## src/rtl/data_read_capture_ctrl_if.sv

```systemverilog
// Command, sample-stream and buffer-write signals of the data_read capture controller.
// The controller uses the slave modport; whoever issues commands and samples uses master.
interface data_read_capture_ctrl_if;
  logic        cr_start;
  logic        cr_abort;
  logic        trig;
  logic [31:0] din;
  logic        din_valid;
  logic        wr_en;
  logic [1:0]  wr_sel;
  logic [9:0]  wr_addr;
  logic [31:0] wr_data;
  logic        sr_c;
  logic        busy;

  modport master (
    output cr_start, cr_abort, trig, din, din_valid,
    input  wr_en, wr_sel, wr_addr, wr_data, sr_c, busy
  );

  modport slave (
    input  cr_start, cr_abort, trig, din, din_valid,
    output wr_en, wr_sel, wr_addr, wr_data, sr_c, busy
  );
endinterface

```

## src/rtl/data_read_capture_ctrl.sv

```systemverilog
// Write-side sequencer that fills sample buffers 0..BUF_COUNT-1 and then raises SR.C.
// Defining DATA_READ_TRIGGER_EN adds an ARM state that waits for a rising edge on trig.
module data_read_capture_ctrl #(
  parameter int BUF_COUNT = 4
) (
  input  logic                    S_AXI_ACLK,
  input  logic                    S_AXI_ARESET,
  data_read_capture_ctrl_if.slave bus
);

  localparam logic [1:0] LAST_SEL  = 2'(BUF_COUNT - 1);
  localparam logic [9:0] LAST_ADDR = 10'd1023;

`ifdef DATA_READ_TRIGGER_EN
  typedef enum logic [1:0] {IDLE, ARM, CAPTURE, DONE} state_e;
`else
  typedef enum logic [1:0] {IDLE, CAPTURE, DONE} state_e;
`endif

  state_e      state_q, state_d;
  logic [9:0]  addr_q, addr_d;
  logic [1:0]  sel_q, sel_d;
  logic        sr_c_q, sr_c_d;
  logic        wr_en_q, wr_en_d;
  logic [1:0]  wr_sel_q, wr_sel_d;
  logic [9:0]  wr_addr_q, wr_addr_d;
  logic [31:0] wr_data_q, wr_data_d;
  logic        do_write;

`ifdef DATA_READ_TRIGGER_EN
  logic trig_q;
  logic trig_rise;

  assign trig_rise = bus.trig && !trig_q;

  always_ff @(posedge S_AXI_ACLK or posedge S_AXI_ARESET) begin
    if (S_AXI_ARESET) begin
      trig_q <= 1'b0;
    end else begin
      trig_q <= bus.trig;
    end
  end
`else
  logic unused_trig;
  assign unused_trig = bus.trig;
`endif

  always_ff @(posedge S_AXI_ACLK or posedge S_AXI_ARESET) begin
    if (S_AXI_ARESET) begin
      state_q   <= IDLE;
      addr_q    <= '0;
      sel_q     <= '0;
      sr_c_q    <= 1'b0;
      wr_en_q   <= 1'b0;
      wr_sel_q  <= '0;
      wr_addr_q <= '0;
      wr_data_q <= '0;
    end else begin
      state_q   <= state_d;
      addr_q    <= addr_d;
      sel_q     <= sel_d;
      sr_c_q    <= sr_c_d;
      wr_en_q   <= wr_en_d;
      wr_sel_q  <= wr_sel_d;
      wr_addr_q <= wr_addr_d;
      wr_data_q <= wr_data_d;
    end
  end

  // Abort overrides everything, including a start or a sample in the same cycle.
  always_comb begin
    state_d   = state_q;
    addr_d    = addr_q;
    sel_d     = sel_q;
    sr_c_d    = sr_c_q;
    wr_en_d   = 1'b0;
    wr_sel_d  = wr_sel_q;
    wr_addr_d = wr_addr_q;
    wr_data_d = wr_data_q;
    do_write  = 1'b0;

    if (bus.cr_abort) begin
      state_d = IDLE;
      sr_c_d  = 1'b0;
    end else begin
      unique case (state_q)
        IDLE, DONE: begin
          if (state_q == DONE) begin
            sr_c_d = 1'b1;
          end
          if (bus.cr_start) begin
            sr_c_d = 1'b0;
            addr_d = '0;
            sel_d  = '0;
`ifdef DATA_READ_TRIGGER_EN
            state_d = ARM;
`else
            state_d = CAPTURE;
`endif
          end
        end
`ifdef DATA_READ_TRIGGER_EN
        ARM: begin
          if (trig_rise) begin
            state_d  = CAPTURE;
            do_write = bus.din_valid;
          end
        end
`endif
        CAPTURE: begin
          do_write = bus.din_valid;
        end
        default: begin
          state_d = IDLE;
        end
      endcase

      if (do_write) begin
        wr_en_d   = 1'b1;
        wr_sel_d  = sel_q;
        wr_addr_d = addr_q;
        wr_data_d = bus.din;
        addr_d    = addr_q + 10'd1;
        if (addr_q == LAST_ADDR) begin
          sel_d = sel_q + 2'd1;
          if (sel_q == LAST_SEL) begin
            state_d = DONE;
          end
        end
      end
    end
  end

  // The final write is still on the bus during the first DONE cycle, so busy covers it.
  assign bus.busy = (state_q == CAPTURE)
`ifdef DATA_READ_TRIGGER_EN
                  || (state_q == ARM)
`endif
                  || ((state_q == DONE) && wr_en_q);

  assign bus.wr_en   = wr_en_q;
  assign bus.wr_sel  = wr_sel_q;
  assign bus.wr_addr = wr_addr_q;
  assign bus.wr_data = wr_data_q;
  assign bus.sr_c    = sr_c_q;

endmodule

```

## src/flat_wrapper.sv

```systemverilog
// flat-port wrapper written by rule: the top's interface ports become plain ports
module data_read_capture_ctrl_flat 
#(
  parameter int BUF_COUNT = 4
)
  (S_AXI_ACLK, S_AXI_ARESET, bus_cr_start, bus_cr_abort, bus_trig, bus_din, bus_din_valid, bus_wr_en, bus_wr_sel, bus_wr_addr, bus_wr_data, bus_sr_c, bus_busy);
  data_read_capture_ctrl_if bus_i ();
  input  logic S_AXI_ACLK;
  input  logic S_AXI_ARESET;
  input wire logic [$bits(bus_i.cr_start)-1:0] bus_cr_start;
  input wire logic [$bits(bus_i.cr_abort)-1:0] bus_cr_abort;
  input wire logic [$bits(bus_i.trig)-1:0] bus_trig;
  input wire logic [$bits(bus_i.din)-1:0] bus_din;
  input wire logic [$bits(bus_i.din_valid)-1:0] bus_din_valid;
  output wire logic [$bits(bus_i.wr_en)-1:0] bus_wr_en;
  output wire logic [$bits(bus_i.wr_sel)-1:0] bus_wr_sel;
  output wire logic [$bits(bus_i.wr_addr)-1:0] bus_wr_addr;
  output wire logic [$bits(bus_i.wr_data)-1:0] bus_wr_data;
  output wire logic [$bits(bus_i.sr_c)-1:0] bus_sr_c;
  output wire logic [$bits(bus_i.busy)-1:0] bus_busy;
  assign bus_i.cr_start = bus_cr_start;
  assign bus_i.cr_abort = bus_cr_abort;
  assign bus_i.trig = bus_trig;
  assign bus_i.din = bus_din;
  assign bus_i.din_valid = bus_din_valid;
  assign bus_wr_en = bus_i.wr_en;
  assign bus_wr_sel = bus_i.wr_sel;
  assign bus_wr_addr = bus_i.wr_addr;
  assign bus_wr_data = bus_i.wr_data;
  assign bus_sr_c = bus_i.sr_c;
  assign bus_busy = bus_i.busy;
  data_read_capture_ctrl #(.BUF_COUNT(BUF_COUNT)) u_core (.S_AXI_ACLK(S_AXI_ACLK), .S_AXI_ARESET(S_AXI_ARESET), .bus(bus_i));
endmodule
```

## config.mk

```make
export PLATFORM = sky130hd
export DESIGN_NAME = data_read_capture_ctrl_flat
export DESIGN_NICKNAME = d
export VERILOG_FILES = /design/src/rtl/data_read_capture_ctrl_if.sv /design/src/rtl/data_read_capture_ctrl.sv /design/src/flat_wrapper.sv
export SDC_FILE = /design/constraint.sdc
export NUM_CORES = 1
export LEC_CHECK = 0
export ABC_AREA = 1
export CORE_MARGIN = 5
export CORE_UTILIZATION = 25
export DETAILED_ROUTE_END_ITERATION = 8
export GPL_TIMING_DRIVEN = 0
export PLACE_DENSITY_LB_ADDON = 0.1
export SLEW_MARGIN = 20
export SYNTH_ARGS = -nofsm -noshare
export SYNTH_HDL_FRONTEND = slang
export SYNTH_SLANG_ARGS = --single-unit
```

## constraint.sdc

```tcl
create_clock -name S_AXI_ACLK -period 2.12 [get_ports S_AXI_ACLK]
set_input_delay 0.424 -clock S_AXI_ACLK [delete_from_list [all_inputs] [get_ports S_AXI_ACLK]]
set_output_delay 0.424 -clock S_AXI_ACLK [all_outputs]
set_load 0.01 [all_outputs]
```

==> metrics <==
CP max-delay cell clkdlybuf4s50_1; reg-to-reg startpoint u_core.addr_q[0]; DR WL met3 339 um; DRT Wirelength between 6 and 7 mm; worst-case reg-to-reg path depth 8; critical path peak fanout 5; Post-Syn Instances 281; leakage 0.00179 uW; I/O pin cnt 85; syn_nets 321; TritonCTS clock tree done; top cells by area, synth dfrtp_1 (61%), nand2_1 (22%), inv_1 (2.3%); drt wl/cell 12.3 um; max incr delay on CP approximately 0.53 ns; WL met1 2.99 mm; synth warn 0; largest net degree at the start of global routing 52; vias after detailed routing 2094; max_cap viols 0; CP Buf/Inv Count 2; Routed Antenna Nets 0; row count 36; final period utilization 0.932; mapped cell area about 2500 um2; gpl congestion a little over 0.7; CTS Root Cell clkbuf_8; Hold Violations, Final 0; DR pass1 iterations 3; DP Cell Count 498; Hold WC Path Type in2async; Max Root-Sink Buffers 2; power density over the cells 935 nW/um2; most common cell after layout, fill and taps aside nand2_1; Seq/Total Area, Yosys 0.608; R2R setup slack 0.75 ns; Highest Signal Layer met4; filler instances a little over 1000; hpwl dp 4.39 mm; Die Height approximately 110 um; Crit path max-delay family buffers and inverters; core area 9680 um2; Layout Cells excl Fill 514; Tot GR Track Use 0.116; RR Endpoint u_core.sel_q[0]; CP Cell Sequence inv_2, nand3_1, nand2_1, clkdlybuf4s50_1; Yosys top cell area share 0.608; most frequent cells in the layout nand2_1 (142), clkdlybuf4s50_1 (83), dfrtp_1 (60), inv_1 (13), clkbuf_8 (12); worst-margin pin slew 0.290 ns; die area 12000 um2; nets@finish 416; Final Power 3490 uW; met2 wire len 2.89 mm; initial antenna violation count 0; fin. max-slew vios 0; critical path class reg2out; Worst Path Arrival 1.55 ns; critical path launch point u_core.state_q[0]; syn_area_per_cell between 8 and 9 um2; Yosys reg bits 60; RSZ-0062 raised after global routing no; clock latency on the worst-skew pair 0.34 ns; Multi-input gate area 842 um2; Die X 109 um; fmax 506 MHz; fraction of registers with async set/reset 1.00; postcts setup bufs 0; number of global-route vias before repair 2244; Final Util 0.385; Setup violations, final 0; DR DRC count 0; first-pass GRT wire length 10.6 mm; Worst setup SP type register; status completed; Area Overhead vs Synth 51.1%; WP data required 1.70 ns; share of layout cells above drive strength 1 0.0919; min Tclk post-route 1.98 ns; CTS Hold Buffers Added 0; via density per instance approximately 4.1; total grt overflow 0; Reg area 1500 um2; Crit. End Element output pin; effective utilization at floorplan 0.255; Synth area leader dfrtp_1; Unique masters post-synth 22; Post-synth EDFFs 0; ys flop type dfrtp_1; H-tree levels 3; I/O Buffers 83; Iter 0 DRT Violations 45; max_slew headroom 0.806; clock skew around 0.0089 ns; clock sink total 60; Worst-path clk slew 0.07 ns; # diodes 0; CTS buffer count 9; VDD IR max between 0.3 and 0.4 mV
==> per-stage QoR <==
stage / area, um2 / setup slack [ns] / hold WS [ns] / TNS (ns)
floorplan: 2470 / 0.211 / 0.468 / 0
global placement: 3470 / -1.08 / 0.461 / -64.80
detailed placement: 3500 / 0.166 / 0.465 / 0
CTS: 3730 / 0.0609 / 0.319 / 0
global route: 3730 / 0.0143 / 0.325 / 0
finish: 3730 / 0.144 / 0.331 / 0
==> layer usage <==
metal  global-route usage  vias up
met5                    0        -
met3               0.0370        8
met1                0.147      973
met4               0.0588        0
met2                0.177       44
li1                     -     1069
==> cell type report <==
| class | count | area share |
|---|---|---|
| Buffer | 9 | 0.0148 |
| Clock buffer | 12 | 0.0443 |
| Clock inverter | 4 | 0.0188 |
| Inverter | 18 | 0.0195 |
| Multi-Input combinational cell | 194 | 0.226 |
| Sequential cell | 60 | 0.402 |
| Tap cell | 133 | 0.0446 |
| Timing Repair Buffer | 84 | 0.230 |
==> timing repair <==
item,4_1_cts,5_1_grt
endpoints found under the hold margin,0,0
gates resized for setup,0,1
setup endpoints to repair,0,1
==> report_power, final <==
part / internal [uW] / leakage [uW] / switching [uW] / total [uW]
Combinational: 476 / 0.000888 / 345 / 820
Sequential: 1340 / 0.000784 / 111 / 1450
Clock: 755 / 0.000122 / 460 / 1210
==> synth_stat cells, types with 2 or more instances <==
cell type,number
inv_1,15
buf_4,4
ha_1,2
dfrtp_1,60
nand2_1,142
buf_2,5
inv_2,2
o21ai_0,9
o22ai_1,3
nand3_1,9
nand4_1,4
o21ai_1,3
a21oi_1,4
nor2_1,11
==> kinds of logic after synthesis <==
logic type	count (synthesis)	share of synthesized area
AO/OA/AOI/OAI	22	0.0512
XOR/XNOR	1	0.00355
adder cells (fa/ha/maj)	2	0.0101
buffers and inverters	27	0.0507
flip-flops	60	0.608
AND/OR/NAND/NOR	169	0.276
==> worst max-delay path by stage <==
stage	slack, ns	end	cells after the start
floorplan	0.21	u_core.addr_q[0]	1
global placement	-1.08	u_core.bus.wr_addr[2]	2
detailed placement	0.17	u_core.addr_q[4]	7
CTS	0.06	bus_busy	4
global route	0.01	bus_busy	4
finish	0.14	bus_busy	4
==> state kept, by name, indices dropped and copies added (netlist names) <==
signal,cells
u_core.bus.wr_en,1
u_core.sel_q,2
u_core.state_q,2
u_core.bus.sr_c,1
u_core.addr_q,10
u_core.bus.wr_addr,10
u_core.bus.wr_data,32
u_core.bus.wr_sel,2
==> worst reg2reg max path, stage by stage, from the launching register on <==
cell     delay, ns
dfrtp_1       0.37
ha_1          0.17
nand2_1       0.07
inv_1         0.08
nand2_1       0.08
nor2_2        0.21
nand3_1       0.13
nand3_1       0.09
nand2_1       0.06
Power figures use the tool's default switching activity.
==> variant 1 (same flow settings) <==
`wr_data_q` no longer has a reset.
--- a/src/rtl/data_read_capture_ctrl.sv
+++ b/src/rtl/data_read_capture_ctrl.sv
@@ -54,7 +54,6 @@
       wr_en_q   <= 1'b0;
       wr_sel_q  <= '0;
       wr_addr_q <= '0;
-      wr_data_q <= '0;
     end else begin
       state_q   <= state_d;
       addr_q    <= addr_d;
@@ -63,8 +62,11 @@
       wr_en_q   <= wr_en_d;
       wr_sel_q  <= wr_sel_d;
       wr_addr_q <= wr_addr_d;
-      wr_data_q <= wr_data_d;
     end
+  end
+
+  always_ff @(posedge S_AXI_ACLK) begin
+    wr_data_q <= wr_data_d;
   end
 
   // Abort overrides everything, including a start or a sample in the same cycle.
Check against the original RTL: differs if S_AXI_ARESET is asserted again (counterexample within 4 cycles, from zero or initial values and one cycle with S_AXI_ARESET high); with S_AXI_ARESET held inactive, the same outputs for 10 cycles.
==> variant 1 against the original RTL <==
  * Global-route usage down 1.2 points
  * Setup slack better by 0.0037 ns
  * Count of clock-buffer cells in the layout down 2
  * Synthesized area down 6.3%
  * Utilization down 0.74 points
  * Critical path depth unchanged
  * Wire length down 13%
  * First-iteration DRC count up 13%
  * Final cell count down 22%
  * Design area down 7.7%
  * Sequential cell count unchanged
  * Critical path type unchanged
Power is not compared: it rests on default switching activity, and its combinational part moved more than twofold at a synthesized area within 25%.
==> variant 1: results (changes against the original RTL) <==
* Status: finished clean (unchanged)
* Via/cell ratio at 4.20 (was 4.07)
* Share of cells above drive strength 1 at 9.62% (was 9.19%)
* Met3 WL at 453 um (was 339 um)
* WL final at 5.52 mm (was 6.33 mm)
* Top post-synthesis cells by count: 44 x nand2_1, 32 x edfxtp_1, 28 x dfrtp_1 (was 142 x nand2_1, 60 x dfrtp_1, 15 x inv_1)
* Slew Limit Headroom at 58.4% (was 80.6%)
* Gpl congestion at 0.718 (was 0.704)
* Worst-Skew Late Latency at between 0.3 and 0.4 ns
* WL met1 at 2.72 mm (was 2.99 mm)
* Post-layout nets at 326 (was 416)
* Met3 usage at 4.68% (was 3.70%)
* Hold WC Path Type: register to register (was input pin to async pin)
* Pre-antenna DRT Iters at 4 (was 3)
* Placement Setup Slack at 0.0934 ns (was 0.166 ns)
* Inst Count DP at 386 (was 498)
* WL/cell at 13.7 um (was 12.3 um)
* Synth area leaders: edfxtp_1 42%, dfrtp_1 30%, nand2_1 7.1% (was dfrtp_1 61%, nand2_1 22%, inv_1 2.3%)
* Post-synth EDFFs at 32 (was 0)
* Syn Nets at 232 (was 321)
* Vias in the first global route at 1,713 (was 2,244)
* Adder-cell share of the synthesized area at 1.08% (was 1.01%)
* Sequential cell area at 1660 um2 (was 1500 um2)
* Ys async rst share at 46.7% (was 100%)
* Xor/xnor share of the synthesized area at 0% (was 0.355%)
* Post-DP Area at 3280 um2 (was 3500 um2)
* Met2 wire len at 2.26 mm (was 2.89 mm)
* Placed wire-length estimate at 3.88 mm (was 4.39 mm)
* Clock buf/inv share at 4.65% (was 6.30%)
* Clock buffer count in the final layout at 10 (was 12)
* Met2 usage at 14.6% (was 17.7%)
* Global-route wire length before repair at 8.87 mm (was 10.6 mm)
* Iter 0 DRT Violations at 51 (was 45)
* NonClk Buf Share at 25.1% (was 24.5%)
* Multi-input gate share of the layout cell area at 15.6% (was 22.6%)
* Compound-cell area share of the yosys netlist at 5.90% (was 5.12%)
* Signal buffers at 86 (was 93)
* YS warnings at 0 (unchanged)
* Area of the multi-input gates at 538 um2 (was 842 um2)
* Final Util at 37.8% (was 38.5%)
* Setup Skew at 0.00490 ns (was 0.00891 ns)
* Sequential share of the synthesized area at 71.9% (was 60.8%)
* Top FF cell, synth: edfxtp_1 (was dfrtp_1)
## variant 1: cell types whose count changed after synthesis, moves of 3 or more
| cell | change |
|---|---|
| buf_2 | -5 |
| inv_1 | +4 |
| buf_6 | +3 |
| o21ai_0 | +8 |
| buf_4 | -4 |
| dfrtp_1 | -32 |
| nand2_1 | -98 |
| o22ai_1 | -3 |
| edfxtp_1 | +32 |
| nor2_1 | +5 |
## variant 1: worst paths after layout
check / from / slack [ns] / to / cells after the start
setup / recovery: u_core.state_q[1] / 0.15 / bus_busy / 4
hold / removal: u_core.bus.wr_sel[1] / 0.48 / u_core.bus.wr_sel[1] / 2
setup reg to reg: u_core.state_q[1] / 0.58 / u_core.bus.wr_data[31] / 4
hold reg to reg: u_core.bus.wr_sel[1] / 0.48 / u_core.bus.wr_sel[1] / 2
max in group asynchronous: S_AXI_ARESET / 1.22 / u_core.bus.wr_addr[1] / 2
min in group asynchronous: S_AXI_ARESET / 0.49 / u_core.bus.wr_sel[0] / 2
==> variant 2 (same settings) <==
Without the edit above. Build with the macro `DATA_READ_TRIGGER_EN` defined.
--- a/src/rtl/data_read_capture_ctrl.sv
+++ b/src/rtl/data_read_capture_ctrl.sv
@@ -1,5 +1,7 @@
 // Write-side sequencer that fills sample buffers 0..BUF_COUNT-1 and then raises SR.C.
 // Defining DATA_READ_TRIGGER_EN adds an ARM state that waits for a rising edge on trig.
+`define DATA_READ_TRIGGER_EN
+
 module data_read_capture_ctrl #(
   parameter int BUF_COUNT = 4
 ) (
Check against the original RTL: not equivalent (Yosys sat finds a counterexample within 4 cycles, from zero or initial values and one cycle with S_AXI_ARESET high).
==> variant 2 against the original RTL <==
  * Synthesized area up 6.2%
  * Wire length is 6.3% higher
  * Largest cell class unchanged
  * Highest routed layer unchanged
  * Design area grew 4.4%
  * Largest power group unchanged
  * Die area is 5.7% higher
  * Sequential cell count increased by 1
  * Final cell count is 5.8% higher
  * Setup slack improved by 0.11 ns
  * Utilization decreased by 0.64 points
  * Register-to-register slack worse by 0.35 ns
  * Total power down 5.4%
==> variant 2: results (changes against the original RTL) <==
* Critical Path AT at 1.44 ns (was 1.55 ns)
* Top post-synthesis cells by count: 151 x nand2_1, 61 x dfrtp_1, 18 x inv_1 (was 142 x nand2_1, 60 x dfrtp_1, 15 x inv_1)
* Worst-Skew Late Latency at 0.34 ns (about the same)
* Worst reg-to-reg path cell count at 9 (was 8)
* WHS at 0.400 ns (was 0.331 ns)
* Gpl congestion at 0.774 (was 0.704)
* Share of cells above drive strength 1 at 9.31% (was 9.19%)
* Cell variety after synth at 21 (was 22)
* Ys async rst share at 100% (unchanged)
* Psw at 0.000841 W (was 0.000915 W)
* Period minus WS final at 1.87 ns (was 1.98 ns)
* VDD IR max at 0.310 mV (was 0.312 mV)
* Crit Reg-Reg Endpoint: u_core.sel_q[0] (unchanged)
* Global-route wire length before repair at 11.3 mm (was 10.6 mm)
* Slew @ Worst Pin at 0.312 ns (was 0.290 ns)
* Setup Skew at 0.00920 ns (was 0.00891 ns)
* Reg clk slew, reported paths at 0.07 ns (about the same)
* Placed wire-length estimate at 4.75 mm (was 4.39 mm)
* Internal reg-to-reg setup slack at 0.40 ns (was 0.75 ns)
* Vias in the first global route at 2,392 (was 2,244)
* P_leak at 1.89 nW (was 1.79 nW)
* Iter 0 DRT Violations at 59 (was 45)
* Total track usage at 11.1% (was 11.6%)
* Pre-antenna DRT Iters at 6 (was 3)
* Slowest CP cell: dfrtp_1 (was clkdlybuf4s50_1)
* Status: finished clean (unchanged)
* Post-DP Area at 3660 um2 (was 3500 um2)
* PortBufs at 84 (was 83)
* YS warnings at 0 (unchanged)
* Worst path max stage delay at 0.41 ns (was 0.53 ns)
* Syn Nets at 351 (was 321)
* WL/cell at 12.4 um (was 12.3 um)
* Sequential share of the synthesized area at 58.2% (was 60.8%)
* Synth area leaders: dfrtp_1 58%, nand2_1 22%, ha_1 2.9% (was dfrtp_1 61%, nand2_1 22%, inv_1 2.3%)
* Largest register FFs at 32 (unchanged)
* Largest net degree at the start of global routing at 40 (was 52)
* Area of the multi-input gates at 971 um2 (was 842 um2)
* Largest fanout on the critical path at 5 (unchanged)
* Fill cell count at 1,088 (was 1,017)
* Via/cell ratio at 4.16 (was 4.07)
* Post-layout nets at 447 (was 416)
* Placement Setup Slack at 0.186 ns (was 0.166 ns)
* Worst reg2reg startpoint: u_core.state_q[0] (was u_core.addr_q[0])
-- variant 2: cell type report --
cell class | count | area share (%)
flip-flops and latches | 61 | 39.2
multi-input cells | 216 | 24.9
repair buffers | 85 | 22.1
well taps | 136 | 4.37
clock buffers | 13 | 4.08
inverters | 20 | 1.99
clock inverters | 3 | 1.74
plain buffers | 10 | 1.61
-- variant 2: metal layers --
metal	up-vias	global-route usage (%)	share of wire (%)
met1	1057	13.6	46
met2	58	16.9	44
met3	9	5.18	8.6
li1	1137	-	-
met4	0	4.57	1.7
met5	-	0	0
-- variant 2: cells by family after synthesis --
kind of cell	Yosys count	synth area share (%)
AOI/OAI and AO/OA	21	4.29
buffers and inverters	30	5.25
adders and majority gates	6	2.86
and+or+nand+nor	188	29.1
xor gates and xnor gates	1	0.334
DFF	61	58.2
-- variant 2: power by group through the flow --
stage	clock network, W	registers [W]	logic (W)
5_1_grt	0.00128	0.00144	0.000775
6_report	0.00119	0.00141	0.000700
3_5_place_dp	0	0.00143	0.000711
4_1_cts	0.00124	0.00141	0.000716
3_3_place_gp	0	0.00142	0.000708
2_1_floorplan	0	0.00150	0.000190
-- variant 2: worst max-delay path: cells and delay by family (launching register included) --
family                     cells  cell delay, ns
DFF                            1            0.41
and+or+nand+nor                1            0.05
buffers and inverters          2            0.36
adders and majority gates      1            0.29
-- variant 2: through the flow --
step           std cells  power [W]  setup TNS (ns)
2_1_floorplan        307    0.00169               0
3_5_place_dp         528    0.00214               0
3_3_place_gp         527    0.00213          -71.61
5_1_grt              544    0.00349               0
4_1_cts              544    0.00337               0
6_report             544    0.00330               0
-- variant 2: repair_timing --
| action | 4_1_cts | 5_1_grt |
|---|---|---|
| resized for setup | 3 | 0 |
| endpoints found under the setup margin | 1 | 0 |
| hold buffers | 0 | 0 |
